File: src/rtl/shift_pkg.sv
// Shared types and constants for the sequential shift unit.
package shift_pkg;

    localparam int DEF_WIDTH = 8;

    localparam logic DIR_LEFT  = 1'b0;
    localparam logic DIR_RIGHT = 1'b1;

    typedef enum logic [1:0] {
        IDLE  = 2'd0,
        SHIFT = 2'd1,
        DONE  = 2'd2
    } state_e;

endpackage

File: src/rtl/shift_sequencer_if.sv
// Request/response bundle between an operand source and the shift sequencer.
interface shift_sequencer_if #(
    parameter int WIDTH = 8,
    parameter int AW    = $clog2(WIDTH)
);
    logic             start;
    logic [WIDTH-1:0] operand;
    logic [AW-1:0]    amount;
    logic             direction;
    logic             arithmetic;
    logic             rotate;
    logic [WIDTH-1:0] result;
    logic             carry;
    logic             busy;
    logic             done;

    modport master (
        output start, operand, amount, direction, arithmetic, rotate,
        input  result, carry, busy, done
    );

    modport slave (
        input  start, operand, amount, direction, arithmetic, rotate,
        output result, carry, busy, done
    );
endinterface

File: src/rtl/shift_step_1b.sv
// Combinational one-bit shift step: left, logical/arithmetic right, and
// rotate when SHIFT_ROTATE_EN is defined.
module shift_step_1b
    import shift_pkg::*;
#(
    parameter int WIDTH = DEF_WIDTH
) (
    input  logic [WIDTH-1:0] data_i,
    input  logic             direction_i,
    input  logic             arithmetic_i,
    input  logic             rotate_i,
    output logic [WIDTH-1:0] data_o,
    output logic             bit_out_o
);
    logic fill;

    always_comb begin
        fill      = 1'b0;
        data_o    = data_i;
        bit_out_o = 1'b0;
        if (direction_i == DIR_LEFT) begin
`ifdef SHIFT_ROTATE_EN
            fill = rotate_i ? data_i[WIDTH-1] : 1'b0;
`endif
            data_o    = {data_i[WIDTH-2:0], fill};
            bit_out_o = data_i[WIDTH-1];
        end else begin
            fill = arithmetic_i & data_i[WIDTH-1];
`ifdef SHIFT_ROTATE_EN
            // Rotate overrides sign fill.
            if (rotate_i) fill = data_i[0];
`endif
            data_o    = {fill, data_i[WIDTH-1:1]};
            bit_out_o = data_i[0];
        end
    end

`ifndef SHIFT_ROTATE_EN
    logic unused_rotate;
    assign unused_rotate = rotate_i;
`endif

endmodule

File: src/rtl/shift_sequencer.sv
// Sequencer issuing one-bit shift steps per clock; rotate mode is built only
// when SHIFT_ROTATE_EN is defined.
module shift_sequencer
    import shift_pkg::*;
#(
    parameter int WIDTH = DEF_WIDTH,
    parameter int AW    = $clog2(WIDTH)
) (
    input  logic              clk,
    input  logic              reset,
    shift_sequencer_if.slave  bus
);
    state_e           state_q;
    logic [WIDTH-1:0] work_q;
    logic [WIDTH-1:0] work_d;
    logic [AW-1:0]    cnt_q;
    logic             carry_q;
    logic             carry_d;
    logic             dir_q;
    logic             arith_q;
    logic             rot_q;
    logic             done_q;
    logic             accept;

    assign accept = (state_q != SHIFT) && bus.start;

`ifdef SHIFT_ROTATE_EN
    always_ff @(posedge clk) begin
        if (reset)       rot_q <= 1'b0;
        else if (accept) rot_q <= bus.rotate;
    end
`else
    logic unused_rotate;
    assign unused_rotate = bus.rotate;
    assign rot_q = 1'b0;
`endif

    shift_step_1b #(.WIDTH(WIDTH)) u_step (
        .data_i       (work_q),
        .direction_i  (dir_q),
        .arithmetic_i (arith_q),
        .rotate_i     (rot_q),
        .data_o       (work_d),
        .bit_out_o    (carry_d)
    );

    always_ff @(posedge clk) begin
        if (reset) begin
            state_q <= IDLE;
            work_q  <= '0;
            cnt_q   <= '0;
            carry_q <= 1'b0;
            dir_q   <= DIR_LEFT;
            arith_q <= 1'b0;
            done_q  <= 1'b0;
        end else begin
            done_q <= 1'b0;
            case (state_q)
                IDLE, DONE: begin
                    if (bus.start) begin
                        work_q  <= bus.operand;
                        dir_q   <= bus.direction;
                        arith_q <= bus.arithmetic;
                        cnt_q   <= bus.amount;
                        carry_q <= 1'b0;
                        if (bus.amount != '0) begin
                            state_q <= SHIFT;
                        end else begin
                            state_q <= DONE;
                            done_q  <= 1'b1;
                        end
                    end else begin
                        state_q <= IDLE;
                    end
                end
                SHIFT: begin
                    work_q  <= work_d;
                    carry_q <= carry_d;
                    cnt_q   <= cnt_q - AW'(1);
                    // The step taken with the count at 1 is the last one.
                    if (cnt_q == AW'(1)) begin
                        state_q <= DONE;
                        done_q  <= 1'b1;
                    end
                end
                default: state_q <= IDLE;
            endcase
        end
    end

    // busy also covers the acceptance cycle of a non-zero shift.
    assign bus.busy   = (state_q == SHIFT) || (accept && (bus.amount != '0));
    assign bus.result = work_q;
    assign bus.carry  = carry_q;
    assign bus.done   = done_q;

endmodule

File: src/flat_wrapper.sv
// flat-port wrapper written by rule: the top's interface ports become plain ports
module shift_sequencer_flat import shift_pkg::*;
#(
    parameter int WIDTH = DEF_WIDTH,
    parameter int AW    = $clog2(WIDTH)
)
  (clk, reset, bus_start, bus_operand, bus_amount, bus_direction, bus_arithmetic, bus_rotate, bus_result, bus_carry, bus_busy, bus_done);
  shift_sequencer_if #(.WIDTH(WIDTH), .AW(AW)) bus_i ();
  input  logic clk;
  input  logic reset;
  input wire logic [$bits(bus_i.start)-1:0] bus_start;
  input wire logic [$bits(bus_i.operand)-1:0] bus_operand;
  input wire logic [$bits(bus_i.amount)-1:0] bus_amount;
  input wire logic [$bits(bus_i.direction)-1:0] bus_direction;
  input wire logic [$bits(bus_i.arithmetic)-1:0] bus_arithmetic;
  input wire logic [$bits(bus_i.rotate)-1:0] bus_rotate;
  output wire logic [$bits(bus_i.result)-1:0] bus_result;
  output wire logic [$bits(bus_i.carry)-1:0] bus_carry;
  output wire logic [$bits(bus_i.busy)-1:0] bus_busy;
  output wire logic [$bits(bus_i.done)-1:0] bus_done;
  assign bus_i.start = bus_start;
  assign bus_i.operand = bus_operand;
  assign bus_i.amount = bus_amount;
  assign bus_i.direction = bus_direction;
  assign bus_i.arithmetic = bus_arithmetic;
  assign bus_i.rotate = bus_rotate;
  assign bus_result = bus_i.result;
  assign bus_carry = bus_i.carry;
  assign bus_busy = bus_i.busy;
  assign bus_done = bus_i.done;
  shift_sequencer #(.WIDTH(WIDTH), .AW(AW)) u_core (.clk(clk), .reset(reset), .bus(bus_i));
endmodule
File: config.mk
export PLATFORM = sky130hd
export DESIGN_NAME = shift_sequencer_flat
export DESIGN_NICKNAME = d
export VERILOG_FILES = /design/src/rtl/shift_pkg.sv /design/src/rtl/shift_sequencer_if.sv /design/src/rtl/shift_step_1b.sv /design/src/rtl/shift_sequencer.sv /design/src/flat_wrapper.sv
export SDC_FILE = /design/constraint.sdc
export NUM_CORES = 1
export LEC_CHECK = 0
export ABC_AREA = 1
export BUFFER_PORTS_ARGS = -buffer_cell sky130_fd_sc_hd__buf_2
export CORE_UTILIZATION = 50
export CTS_CLUSTER_SIZE = 8
export DETAILED_ROUTE_END_ITERATION = 12
export GPL_TIMING_DRIVEN = 0
export PLACE_DENSITY = 0.78
export SLEW_MARGIN = 20
export SYNTH_ARGS = -nofsm -noshare
export SYNTH_HDL_FRONTEND = slang
export SYNTH_SLANG_ARGS = --single-unit
File: constraint.sdc
create_clock -name clk -period 3 [get_ports clk]
set_input_delay 0.6 -clock clk [delete_from_list [all_inputs] [get_ports clk]]
set_output_delay 0.6 -clock clk [all_outputs]
set_load 0.05 [all_outputs]
==> results.txt, run 1 <==
- Die area: 2040 sq um
- Port buffering added 25 buffers.
* Number of global-route vias before repair: 874
- Summed over all failing endpoints, the final setup total negative slack is 0 ps.
* Largest net degree at the start of global routing: 11
- For this design, the CTS-stage hold fixing added 0 buffers.
* Number of cells traversed by the worst hold path: 2
- Endpoint class of the critical path: output port
- Worst hold margin: 470 ps
- For this design the static power due to leakage is 0.648 nW.
- The worst hold path belongs to the class register to register.
- DRC violation count after routing: 0
* # IOs: 28
* Compound-Gate Fraction of Synth Area: 12.0%
- Maximum buffer depth of the clock tree: 2
- Post-layout utilization of the core: 64.5%
- CTS tree: yes
* First-pass GRT wire length: 3.46 mm
* Tmin final: 2000 ps
* CTS root buffer: sky130_fd_sc_hd__clkbuf_4
* # placed instances: 202
* Core area: 1730 sq um
- The total overflow left after global routing is 0.
* Final setup viols: 0
- Proportion of layout cells with a drive suffix above 1: 20.4%
* Number of antenna violations at the first check in global routing: 0
- Nets@finish: 201
* Multiplexer share of the synthesized area: 0%
* Setup slack after layout: 1000 ps
- Site Rows: 15
- At the placement stage, the worst setup path has a slack of 1180 ps.
- XOR/XNOR Fraction of Synth Area: 0%
- Synthesis produced a netlist whose cell count is 152.
* Gpl congestion: 0.808
- Total wire length after detailed routing: 2.13 mm
* Number of gates resized after cts: 0
* Number of cells in the finished layout apart from fillers: 206
* Vias: 996
- Final HPWL DP: 1.56 mm
* Vias per std cell: 4.83
* Cell area after synthesis: 930 sq um
- Largest family of logic cells by synthesized area: simple AND/OR/NAND/NOR gates
- The worst setup path is launched from a register.
* Setup CP Type: register to output port
- Once the clock tree was built, the setup fixing pass inserted 0 buffers.
- Nets in the synthesized netlist: 171
* Avg WL per Cell: 10.3 um
- H-tree depth: 1
* Layout fillers: 185
* Clock-pin transition on the worst setup and hold timing paths: 110 ps
* R2r worst-path depth: 8
- Number of antenna diodes: 0
- In the finished design, the share of the clock period the worst path needs comes to 66.5%.
* Warnings, synthesis: 0
- Critical Path RT: 2400 ps
- The worst-case IR drop observed on VDD is 0.000243 V.
- After synthesis, the mean cell area works out to 6.12 sq um.
- The number of max-slew violations in the final report was 0.
* Non-Filler Cell Area, Final: 1110 sq um
- Initial Utilization: 53.8%
- Aggregate global-route resource usage: 23.6%
- Clock tree synthesis found a total of 17 sinks.
* Height of the chip: 45.1 um
* Peak clock frequency supported by timing: 501 MHz
* Number of different library cells in the post-synthesis netlist: 15
- The later pin in the worst-skew pair is clocked with a latency of 300 ps.
* Arr. time, crit path: 1400 ps
* Highest fanout seen on the critical path: 10
* Number of synthesized register bits: 17
- Total iterations of the first detailed-routing run: 4
- Relative slew margins: 77.6%
- Simple-gate area share of the yosys netlist: 35.0%
- Sequential element share of the synthesized area: 36.6%
- Setup repair after global routing left no endpoint under its margin.
- From synthesis to final layout, the design area changed by 19.8%.
- Result of the run: finished clean
* Arithmetic-cell share of the synthesized area counting full adders, half adders and majority gates: 2.69%
- Dividing total power by cell area gives a power density of 547 nW/um^2.
- Once placement finished, the instance area stood at 1090 sq um.
- Antenna Violating Nets Remaining: 0
* Power after layout: 0.609 mW
* Worst setup skew after layout: 12.1 ps
- DR iter-0 viols: 28
- The floorplan step set the die width to 45.1 um.
- The final-report hold violation count was 0.
- The number of clock buffers added by TritonCTS is 3.
- Worst-margin pin slew: 336 ps
* Total of max-cap violations: 0
-- worst max-delay path, cell delays in order, from the launching register on --
cell	delay [ps]
sky130_fd_sc_hd__dfxtp_1	360
sky130_fd_sc_hd__inv_1	50
sky130_fd_sc_hd__nand2_1	150
sky130_fd_sc_hd__buf_2	260
sky130_fd_sc_hd__nand2_1	70
sky130_fd_sc_hd__buf_2	210
-- state kept, by name, indices dropped and copies added (netlist names) --
name,flops
u_core.dir_q,1
u_core.cnt_q,3
u_core.bus.carry,1
u_core.state_q,2
u_core.bus.done,1
u_core.arith_q,1
u_core.bus.result,8
-- placed cells by master (no fill, tap or decap) --
| cell type | instances |
|---|---|
| sky130_fd_sc_hd__buf_4 | 1 |
| sky130_fd_sc_hd__clkinv_2 | 1 |
| sky130_fd_sc_hd__nor2_1 | 12 |
| sky130_fd_sc_hd__a21oi_1 | 6 |
| sky130_fd_sc_hd__o211ai_1 | 1 |
| sky130_fd_sc_hd__nand2_1 | 58 |
| sky130_fd_sc_hd__inv_1 | 25 |
| sky130_fd_sc_hd__nand2_2 | 2 |
| sky130_fd_sc_hd__o21ai_2 | 1 |
| sky130_fd_sc_hd__o21ai_0 | 12 |
| sky130_fd_sc_hd__dfxtp_1 | 17 |
| sky130_fd_sc_hd__ha_1 | 2 |
| sky130_fd_sc_hd__o21ai_1 | 1 |
| sky130_fd_sc_hd__nand3_1 | 10 |
| sky130_fd_sc_hd__buf_6 | 1 |
| sky130_fd_sc_hd__clkbuf_4 | 3 |
| sky130_fd_sc_hd__buf_2 | 28 |
-- synth_stat cells --
cell type                  number  area share, %
sky130_fd_sc_hd__buf_2          3            1.6
sky130_fd_sc_hd__o21ai_2        1           0.94
sky130_fd_sc_hd__o21ai_0       12            6.5
sky130_fd_sc_hd__inv_1         25             10
sky130_fd_sc_hd__buf_4          1           0.81
sky130_fd_sc_hd__ha_1           2            2.7
sky130_fd_sc_hd__dfxtp_1       17             37
sky130_fd_sc_hd__o211ai_1       1           0.81
sky130_fd_sc_hd__a21oi_1        6            3.2
sky130_fd_sc_hd__nand2_2        2            1.3
sky130_fd_sc_hd__nor2_1        12            4.8
sky130_fd_sc_hd__nand3_1       10            5.4
sky130_fd_sc_hd__nand2_1       58             23
sky130_fd_sc_hd__buf_6          1            1.2
sky130_fd_sc_hd__o21ai_1        1           0.54
-- cell families after synthesis --
logic type      Yosys count
compound gates           21
flops                    17
simple gates             82
fa+ha+maj                 2
buf+inv                  30
-- per-layer routing --
metal / up-vias / share of wire (%) / GRT usage (%)
met5: - / 0 / 0
met4: 0 / 1.8 / 11.5
met3: 5 / 3.8 / 3.60
met2: 29 / 49 / 40.0
met1: 443 / 46 / 28.8
li1: 519 / - / -
-- worst paths after layout --
| check | startpoint | to | slack [ps] |
|---|---|---|---|
| setup / recovery | u_core.state_q[1] | bus_busy | 1000 |
| hold reg to reg | u_core.bus.carry | u_core.bus.carry | 470 |
| setup reg to reg | u_core.state_q[1] | u_core.bus.result[6] | 1790 |
| hold / removal | u_core.bus.carry | u_core.bus.carry | 470 |
-- power by group --
part           switching, mW  internal, mW  leakage [nW]  total (mW)
combinational          0.147        0.0630         0.489       0.210
sequential            0.0197         0.251         0.141       0.271
clock                 0.0780        0.0497        0.0177       0.128
total                  0.245         0.364         0.648       0.609
-- layout make-up --
type	count	area, sq um	area share [%]
inverters	25	93.8	8.43
well taps	25	31.3	2.81
clock inverters	1	5.00	0.449
multi-input cells	105	462	41.5
flip-flops and latches	17	340	30.6
plain buffers	5	33.8	3.03
clock buffers	3	22.5	2.02
repair buffers	25	125	11.2
Note: power is estimated with default switching activity, not from simulation.
==> run 2, diff against run 1 <==
Settings changed: ABC_AREA 1 to 0, CORE_UTILIZATION 50 to 48, PLACE_DENSITY 0.78 to 0.77.
Clock period 3 ns to 2 ns, I/O delays scaled along.
==> run 2 against run 1 <==
  * The run now ends with DRC left
  * Clock skew is 5.1 ps lower
  * Worst setup slack got worse by 810 ps
  * Hold slack got worse by 140 ps
  * Critical endpoint unchanged
  * Highest routed layer unchanged
==> results.txt, run 2 <==
- The switching power total came to 0.309 mW (+26%).
* Class of the tightest hold or removal check: primary input to register
- Final HPWL DP: 1.41 mm (-9.5%)
- The relative slew slack came to 72.6% (-5.0 points).
- Non-Filler Cell Area, Final: 1000 sq um (-10%)
* Flip-flop count of the largest register, all copies and words added: 8 (unchanged)
- Worst VDD drop: 0.000446 V (+84%)
- Num Clock Sinks: 17 (unchanged)
- Synth-to-layout area growth: 20.8%
- The root buffer cell chosen for the clock tree is sky130_fd_sc_hd__clkbuf_4.
- The die height was 43.5 um (-3.5%).
- The sequential element share of the synthesized area came to 41.1% (+4.5 points).
- The checks that failed: DRC.
- Final Slew Violations: 0 (unchanged)
- Power density relative to cell area: 848 nW/um^2 (+55%)
- The clock tree buffer depth is 2 (unchanged).
* Clock insertion delay at the later pin of the skew report: 290 ps (about the same)
- The initial core utilization is 53.1% (-0.71 points).
- Levels on crit path: 4 (-1)
- Simple-gate area share of the yosys netlist: 22.2% (-13 points)
* Multiplexer share of the synthesized area: 2.57% (+2.6 points)
- DRC violation count after routing: 4 (+4)
- STA classifies the critical path endpoint as an output port.
- The design internal power is 0.539 mW (+48%).
* Grt total ovfl: 0 (unchanged)
- The total power after layout was 0.849 mW (+39%).
- The net switching fraction of the power is 36.4% (-3.8 points).
* Commonest non-fill, non-tap cell in the layout: sky130_fd_sc_hd__buf_2
- The yosys synthesis warning count came to 0 (unchanged).
* Commonest cells after routing, fill and taps aside: sky130_fd_sc_hd__buf_2 (27), sky130_fd_sc_hd__nand2_1 (21), sky130_fd_sc_hd__dfxtp_1 (17), sky130_fd_sc_hd__a311oi_1 (9), sky130_fd_sc_hd__nor2b_1 (8)
- The die extent in x came to 43.5 um (-3.5%).
* Hold_buf cts: 0 (unchanged)
- The number of synthesized register bits was 17 (unchanged).
* Clock share of power: 21.7% (+0.7 points)
* Final number of hold-violating endpoints: 0 (unchanged)
- Reg-to-reg critical path endpoint: u_core.bus.carry
- The synthesized net count was 117 (-32%).
- Worst setup skew after layout: 7.01 ps (-5.13 ps)
- R2r worst-path depth: 4 (-4)
* CTS tree: yes
* Largest family of logic cells by synthesized area: compound AO/OA/AOI/OAI gates
- Highest fanout seen on the critical path: 10 (unchanged)
- Avg WL per Cell: 13.6 um (+32%)
- The number of instances in the synthesized netlist came to 98 (-36%).
- Total wire length after detailed routing: 1.94 mm (-8.6%)
* Nets@finish: 147 (-27%)
- Layout fillers: 149 (-19%)
- The worst path in the final design needs a cycle of 1800 ps, including I/O delays and setup.
* Proportion of layout cells with a drive suffix above 1: 27.6% (+7.1 points)
* First-pass GRT wire length: 3.31 mm (-4.4%)
* Share of the clock period used by the worst path after layout: 90.2%
- Result of the run: finished, violations left
- Crit start category: register
- The data arrival time of the worst path came to 1400 ps (about the same).
- The reported max-cap violation count is 0 (unchanged).
* # IOs: 28 (unchanged)
* Number of enable flip-flop cells after synthesis: 0 (unchanged)
- Synth Area per Inst: 8.45 sq um (+38%)
* Bufs and invs on worst path: 2 (-1)
* Number of antenna violations at the first check in global routing: 0 (unchanged)
- Part of the total power dissipated in sequential elements: 47.3% (+2.8 points)
* Total clock buffers created by CTS: 3 (unchanged)
- Among all stages on the critical path, the largest delay is contributed by sky130_fd_sc_hd__dfxtp_1.
- The most critical setup path has its startpoint at u_core.state_q[0].
* Vias: 806 (-19%)
- Compound-Gate Fraction of Synth Area: 25.4% (+13 points)
- Aggregate global-route resource usage: 23.3% (-0.29 points)
* Final setup viols: 0 (unchanged)
- The slew of the pin with the lowest slew margin came to 411 ps (+75.8 ps).
* Area fraction of the dominant cell type after synthesis: 41.1% (+4.5 points)
- Leading area contributor after synthesis: sky130_fd_sc_hd__dfxtp_1
* Peak clock frequency supported by timing: 554 MHz
- The H-tree depth is 1 (unchanged).
* DR iter-0 viols: 18 (-36%)
- Following the worst setup path forward leads to its endpoint at bus_busy.
- Antenna Violating Nets Remaining: 0 (unchanged)
- The signal on the critical path passes through nand2b_1 -> clkbuf_2 -> nand2_1 -> buf_2.
* Arithmetic-cell share of the synthesized area counting full adders, half adders and majority gates: 3.02% (+0.33 points)
- The most used flip-flop cell after synthesis is sky130_fd_sc_hd__dfxtp_1.
* Delay of the slowest cell on the worst path: 380 ps (+20 ps)
- Gpl congestion: 0.815 (+0.87%)
- Setup CP Type: register to output port
* Site Rows: 14 (-1)
- R2R Setup Slk: 670 ps (-1120 ps)
- Logic gate share of total power: 31.0% (-3.5 points)
* Cell class contributing the biggest share of worst-path delay: buffers and inverters
* Number of antenna diodes: 0 (unchanged)
- Clock-pin transition on the worst setup and hold timing paths: 100 ps (about the same)
- Setup repair after global routing left no endpoint under its margin.
- XOR/XNOR Fraction of Synth Area: 0% (unchanged)
- The via-per-instance ratio came to 5.64 (+17%).
- Post-place instance area: 973 sq um (-10%)
- The fraction of registers with async set or reset after synthesis came to 0% (unchanged).
- The total negative slack for setup checks is 0 ps (unchanged).
* Port bufs: 25 (unchanged)
* Number of different library cells in the post-synthesis netlist: 25 (+10)
- The cell area after technology mapping came to 828 sq um (-11%).
- Largest net degree at the start of global routing: 11 (unchanged)
- The die outline area is 1900 sq um (-6.9%).
* Dominant cells by area after synthesis: sky130_fd_sc_hd__dfxtp_1 (41%), sky130_fd_sc_hd__a311oi_1 (9.5%), sky130_fd_sc_hd__nand2_1 (9.5%), sky130_fd_sc_hd__a211oi_1 (6.3%), sky130_fd_sc_hd__nor2b_1 (6.0%)
- The number of global-route vias before repair came to 765 (-12%).
- Leading post-synthesis cells by instance count: sky130_fd_sc_hd__nand2_1 (21), sky130_fd_sc_hd__dfxtp_1 (17), sky130_fd_sc_hd__a311oi_1 (9)
- Total iterations of the first detailed-routing run: 8 (+4)
* Cell with the most instances after synthesis: sky130_fd_sc_hd__nand2_1
* Core area: 1560 sq um (-9.7%)
* Critical Path RT: 1600 ps (-800 ps)
- Leakage: 0.434 nW (-33%)
* R2R Path Start: u_core.dir_q
==> run 2: cell types whose count changed in the layout (fill, tap and decap cells not counted), moves of 2 or more <==
cell / before / now
sky130_fd_sc_hd__clkbuf_1: 0 / 2
sky130_fd_sc_hd__nor2_1: 12 / 3
sky130_fd_sc_hd__a311oi_1: 0 / 9
sky130_fd_sc_hd__o21ai_0: 12 / 0
sky130_fd_sc_hd__nand2_1: 58 / 21
sky130_fd_sc_hd__inv_1: 25 / 3
sky130_fd_sc_hd__nand2_2: 2 / 0
sky130_fd_sc_hd__nand2b_1: 0 / 3
sky130_fd_sc_hd__a211oi_1: 0 / 7
sky130_fd_sc_hd__nor2b_1: 0 / 8
sky130_fd_sc_hd__nand3_1: 10 / 2
==> run 2: worst min-delay path by stage <==
stage,start,end,slack (ps),cells after the start
5_1_grt,bus_arithmetic,u_core.arith_q,330,3
3_5_place_dp,u_core.arith_q,u_core.arith_q,450,2
4_1_cts,bus_arithmetic,u_core.arith_q,340,3
3_3_place_gp,u_core.arith_q,u_core.arith_q,450,2
2_1_floorplan,u_core.arith_q,u_core.arith_q,440,2
6_report,bus_arithmetic,u_core.arith_q,330,3
==> run 2: through the flow <==
| step | instances | hold slack, ps | setup WS, ps | utilization, % |
|---|---|---|---|---|
| after floorplan | 98 | 437 | 449 | - |
| after global placement | 139 | 446 | 344 | 62.4 |
| after detailed placement | 139 | 455 | 345 | 62.4 |
| after CTS | 143 | 336 | 63.9 | 64.1 |
| after global routing | 143 | 331 | 48.7 | 64.2 |
| final | 143 | 329 | 196 | 64.2 |
==> run 2: cell families after synthesis <==
kind of cell,Yosys count
muxes,2
AOI/OAI and AO/OA,28
buffers and inverters,10
and+or+nand+nor,39
DFF,17
adders and majority gates,2
==> run 2: tightest hold or removal path, stage by stage <==
cell                      delay (ps)
sky130_fd_sc_hd__buf_2            90
sky130_fd_sc_hd__nand2_1          40
sky130_fd_sc_hd__a21oi_1          50
==> run 2: final cells by class <==
class	count	area (sq um)	area share [%]
buffer	7	37.5	3.75
multi-input combinational	71	440	44.0
clock buffer	4	26.3	2.63
timing repair buffer	25	125	12.5
tap	16	20.0	2.00
inverter	3	11.3	1.13
sequential	17	340	34.0
==> run 2: repair_timing <==
action | 4_1_cts | 5_1_grt
resized for setup | 0 | 2
setup endpoints to repair | 0 | 1
buffers inserted | 0 | 0
==> run 2: power by group through the flow <==
stage | clock network [mW] | logic [mW] | registers, mW
floorplan | 0 | 0.128 | 0.472
global placement | 0 | 0.257 | 0.405
detailed placement | 0 | 0.261 | 0.408
CTS | 0.186 | 0.263 | 0.401
global route | 0.205 | 0.285 | 0.407
finish | 0.184 | 0.263 | 0.401
==> run 2: per-layer routing <==
layer,global-route usage (%),vias up,wire [um]
li1,-,418,-
met1,30.6,365,917
met2,36.7,18,930
met3,2.50,5,58
met4,13.8,0,38
met5,0,-,0
==> run 3, diff against run 2 <==
Settings changed: CELL_PAD_IN_SITES_DETAIL_PLACEMENT set to 2, CELL_PAD_IN_SITES_GLOBAL_PLACEMENT set to 2, CORE_ASPECT_RATIO set to 0.5, CORE_UTILIZATION 48 to 27, PLACE_DENSITY 0.77 to unset, PLACE_DENSITY_LB_ADDON set to 0.1.
==> run 3 against run 2 <==
  * First-iteration DRC count increased by 33%
  * Hold slack gained 52 ps
  * The flow now finishes without violations
  * Utilization decreased by 26 points
  * Count of clock-buffer cells in the layout is the same
  * Cell area grew 4.5%
  * Global-route usage decreased by 6.2 points
  * Sequential power is essentially flat
  * Power increased by 10%
  * Routed wire length grew 28%
  * Clock skew is 3.1 ps lower
  * Register-to-register slack barely moved
==> results.txt, run 3 (synthesis gave the netlist of run 2 again) <==
- From synthesis to final layout, the design area changed by 26.3%.
- Cell-by-cell listing of the critical path: nand2b_1 -> clkbuf_2 -> nand2_1 -> buf_2
- The clock transition time at the flip-flop clock pins of the worst setup and hold paths is 60 ps (-40 ps).
- The cell leakage power is 0.442 nW (+1.8%).
- Delay of the slowest cell on the worst path: 310 ps (-70 ps)
- Switching power total: 0.331 mW (+7.0%)
* Port bufs: 25 (unchanged)
- Grt total ovfl: 0 (unchanged)
* Tmin final: 1780 ps (-24.1 ps)
- The maximum number of pins on one net before global-route repair is 11 (unchanged).
- The final-report hold violation count came to 0 (unchanged).
* Aggregate global-route resource usage: 17.1% (-6.2 points)
- The insertion delay of the later-clocked pin in the worst-skew pair is 250 ps (-40 ps).
- Accumulated negative setup slack: 0 ps (unchanged)
* Worst-margin pin slew: 485 ps (+74.1 ps)
- DRC violation count after routing: 0 (-4)
- Die Wd: 80.3 um (+84%)
* Critical Path RT: 1600 ps (about the same)
- Antenna Violating Nets Remaining: 0 (unchanged)
- The number of buffers created by CTS is 3 (unchanged).
- TritonCTS built the clock tree.
* Num Clock Sinks: 17 (unchanged)
* Final HPWL DP: 1.89 mm (+34%)
- Flip-flop count of the largest register, all copies and words added: 8 (unchanged)
* Gpl congestion: 0.668 (-18%)
* Peak clock frequency supported by timing: 562 MHz (+1.4%)
- Highest fanout seen on the critical path: 10 (unchanged)
- Logic gate share of total power: 28.9% (-2.1 points)
- Total wire length after detailed routing: 2.48 mm (+28%)
- Worst setup skew after layout: 3.95 ps (-3.07 ps)
- H-tree depth: 1 (unchanged)
- Core area: 2750 sq um (+76%)
- The relative slew slack was 67.6% (-4.9 points).
* Vias per std cell: 5.18 (-8.0%)
* Post-place instance area: 1000 sq um (+2.7%)
- Initial Utilization: 30.1% (-23 points)
- Commonest cells after routing, fill and taps aside: sky130_fd_sc_hd__buf_2 (27), sky130_fd_sc_hd__nand2_1 (21), sky130_fd_sc_hd__dfxtp_1 (17), sky130_fd_sc_hd__a311oi_1 (9), sky130_fd_sc_hd__nor2b_1 (8)
- The DRC violation total after the first TritonRoute iteration was 24 (+6).
- Vias: 850 (+5.5%)
- The worst setup path is captured at an output port.
- The clock tree buffer depth came to 2 (unchanged).
- The largest individual stage delay along the critical path comes from the cell sky130_fd_sc_hd__dfxtp_1.
- The net switching fraction of the power is 35.4% (-1.0 points).
* First-pass GRT wire length: 3.95 mm (+19%)
- Setup fix buffers added after clock tree synthesis: 0 (unchanged)
- The number of max-slew violations in the final report came to 0 (unchanged).
- The reported max-cap violation count came to 0 (unchanged).
- The total non-filler cell area in the finished layout came to 1050 sq um (+4.5%).
- Number of antenna diodes: 0 (unchanged)
- The die height is 41.2 um (-5.5%).
- R2R Path Start: u_core.state_q[0]
- The die outline area is 3310 sq um (+74%).
* Unrepaired setup endpoints after global routing: false
- The largest voltage drop on the vdd net was 0.000308 V (-31%).
- Cell class contributing the biggest share of worst-path delay: buffers and inverters
- The final layout net count came to 147 (unchanged).
- Avg WL per Cell: 15.1 um (+11%)
* Share of the clock period used by the worst path after layout: 89.0% (-1.2 points)
- The tightest min-delay check is of the primary input to register type.
* Power density relative to cell area: 893 nW/um^2 (+5.3%)
- The number of buffers and inverters on the critical path came to 2 (unchanged).
* CTS root buffer: sky130_fd_sc_hd__clkbuf_8
- Commonest non-fill, non-tap cell in the layout: sky130_fd_sc_hd__buf_2
- Int Pwr: 0.604 mW (+12%)
- Site Rows: 13 (-1)
* Number of antenna violations at the first check in global routing: 0 (unchanged)
- Result of the run: finished clean
* Part of the total power dissipated in sequential elements: 42.9% (-4.4 points)
- Worst setup path start: u_core.state_q[1]
* Start point of the worst min-delay path: bus_arithmetic
* Proportion of layout cells with a drive suffix above 1: 27.6% (unchanged)
- # IOs: 28 (unchanged)
- Final setup viols: 0 (unchanged)
- The worst setup path is launched from a register.
- Arr. time, crit path: 1380 ps (-20 ps)
* Total iterations of the first detailed-routing run: 3 (-5)
- By startpoint and endpoint, the worst setup path is classified as register to output port.
* Clock share of power: 28.1% (+6.4 points)
- The number of global-route vias before repair is 804 (+5.1%).
[run 3: cell counts in the layout (fill, tap and decap cells not counted)]
No cell type changed its count.
[run 3: final timing paths]
path | to | slack (ps) | cells after the start
setup / recovery | bus_busy | 220 | 4
hold / removal | u_core.arith_q | 380 | 3
setup reg to reg | u_core.bus.result[0] | 670 | 4
hold reg to reg | u_core.bus.carry | 470 | 2
[run 3: final cells by class]
cell class	instances	area, sq um
Fill cell	341	1700
Tap cell	37	46.3
Inverter	3	11.3
Multi-Input combinational cell	71	440
Buffer	7	37.5
Timing Repair Buffer	25	125
Sequential cell	17	340
Clock buffer	4	45.0
[run 3: power groups by stage]
stage	sequential (mW)	combinational [mW]	clock, mW
2_1_floorplan	0.472	0.128	0
3_3_place_gp	0.408	0.267	0
3_5_place_dp	0.408	0.272	0
4_1_cts	0.401	0.273	0.270
5_1_grt	0.406	0.295	0.284
6_report	0.401	0.270	0.263
[run 3: metrics by stage]
| step | total power, mW | cells | worst slack (ps) | util (%) | hold slack (ps) |
|---|---|---|---|---|---|
| after global placement | 0.676 | 160 | 299 | 36.4 | 448 |
| after CTS | 0.944 | 164 | 50.3 | 38.0 | 377 |
| after detailed placement | 0.681 | 160 | 299 | 36.4 | 460 |
| final | 0.934 | 164 | 220 | 38.1 | 381 |
| after floorplan | 0.601 | 98 | 449 | - | 437 |
| after global routing | 0.986 | 164 | 109 | 38.1 | 380 |
[run 3: worst min-delay path, stage by stage]
cell and delay [ps]:
sky130_fd_sc_hd__buf_2 90, sky130_fd_sc_hd__nand2_1 40, sky130_fd_sc_hd__a21oi_1 50
[run 3: per-layer routing]
| layer | part of all wire [%] | GRT usage (%) |
|---|---|---|
| met1 | 50 | 21.3 |
| met2 | 45 | 29.7 |
| met3 | 4.5 | 6.00 |
| met4 | 0 | 2.68 |
| met5 | 0 | 0 |
[run 3: repair_timing]
action / 4_1_cts / 5_1_grt
hold buffers: 0 / 0
endpoints found under the setup margin: 0 / 1
resized for setup: 0 / 2
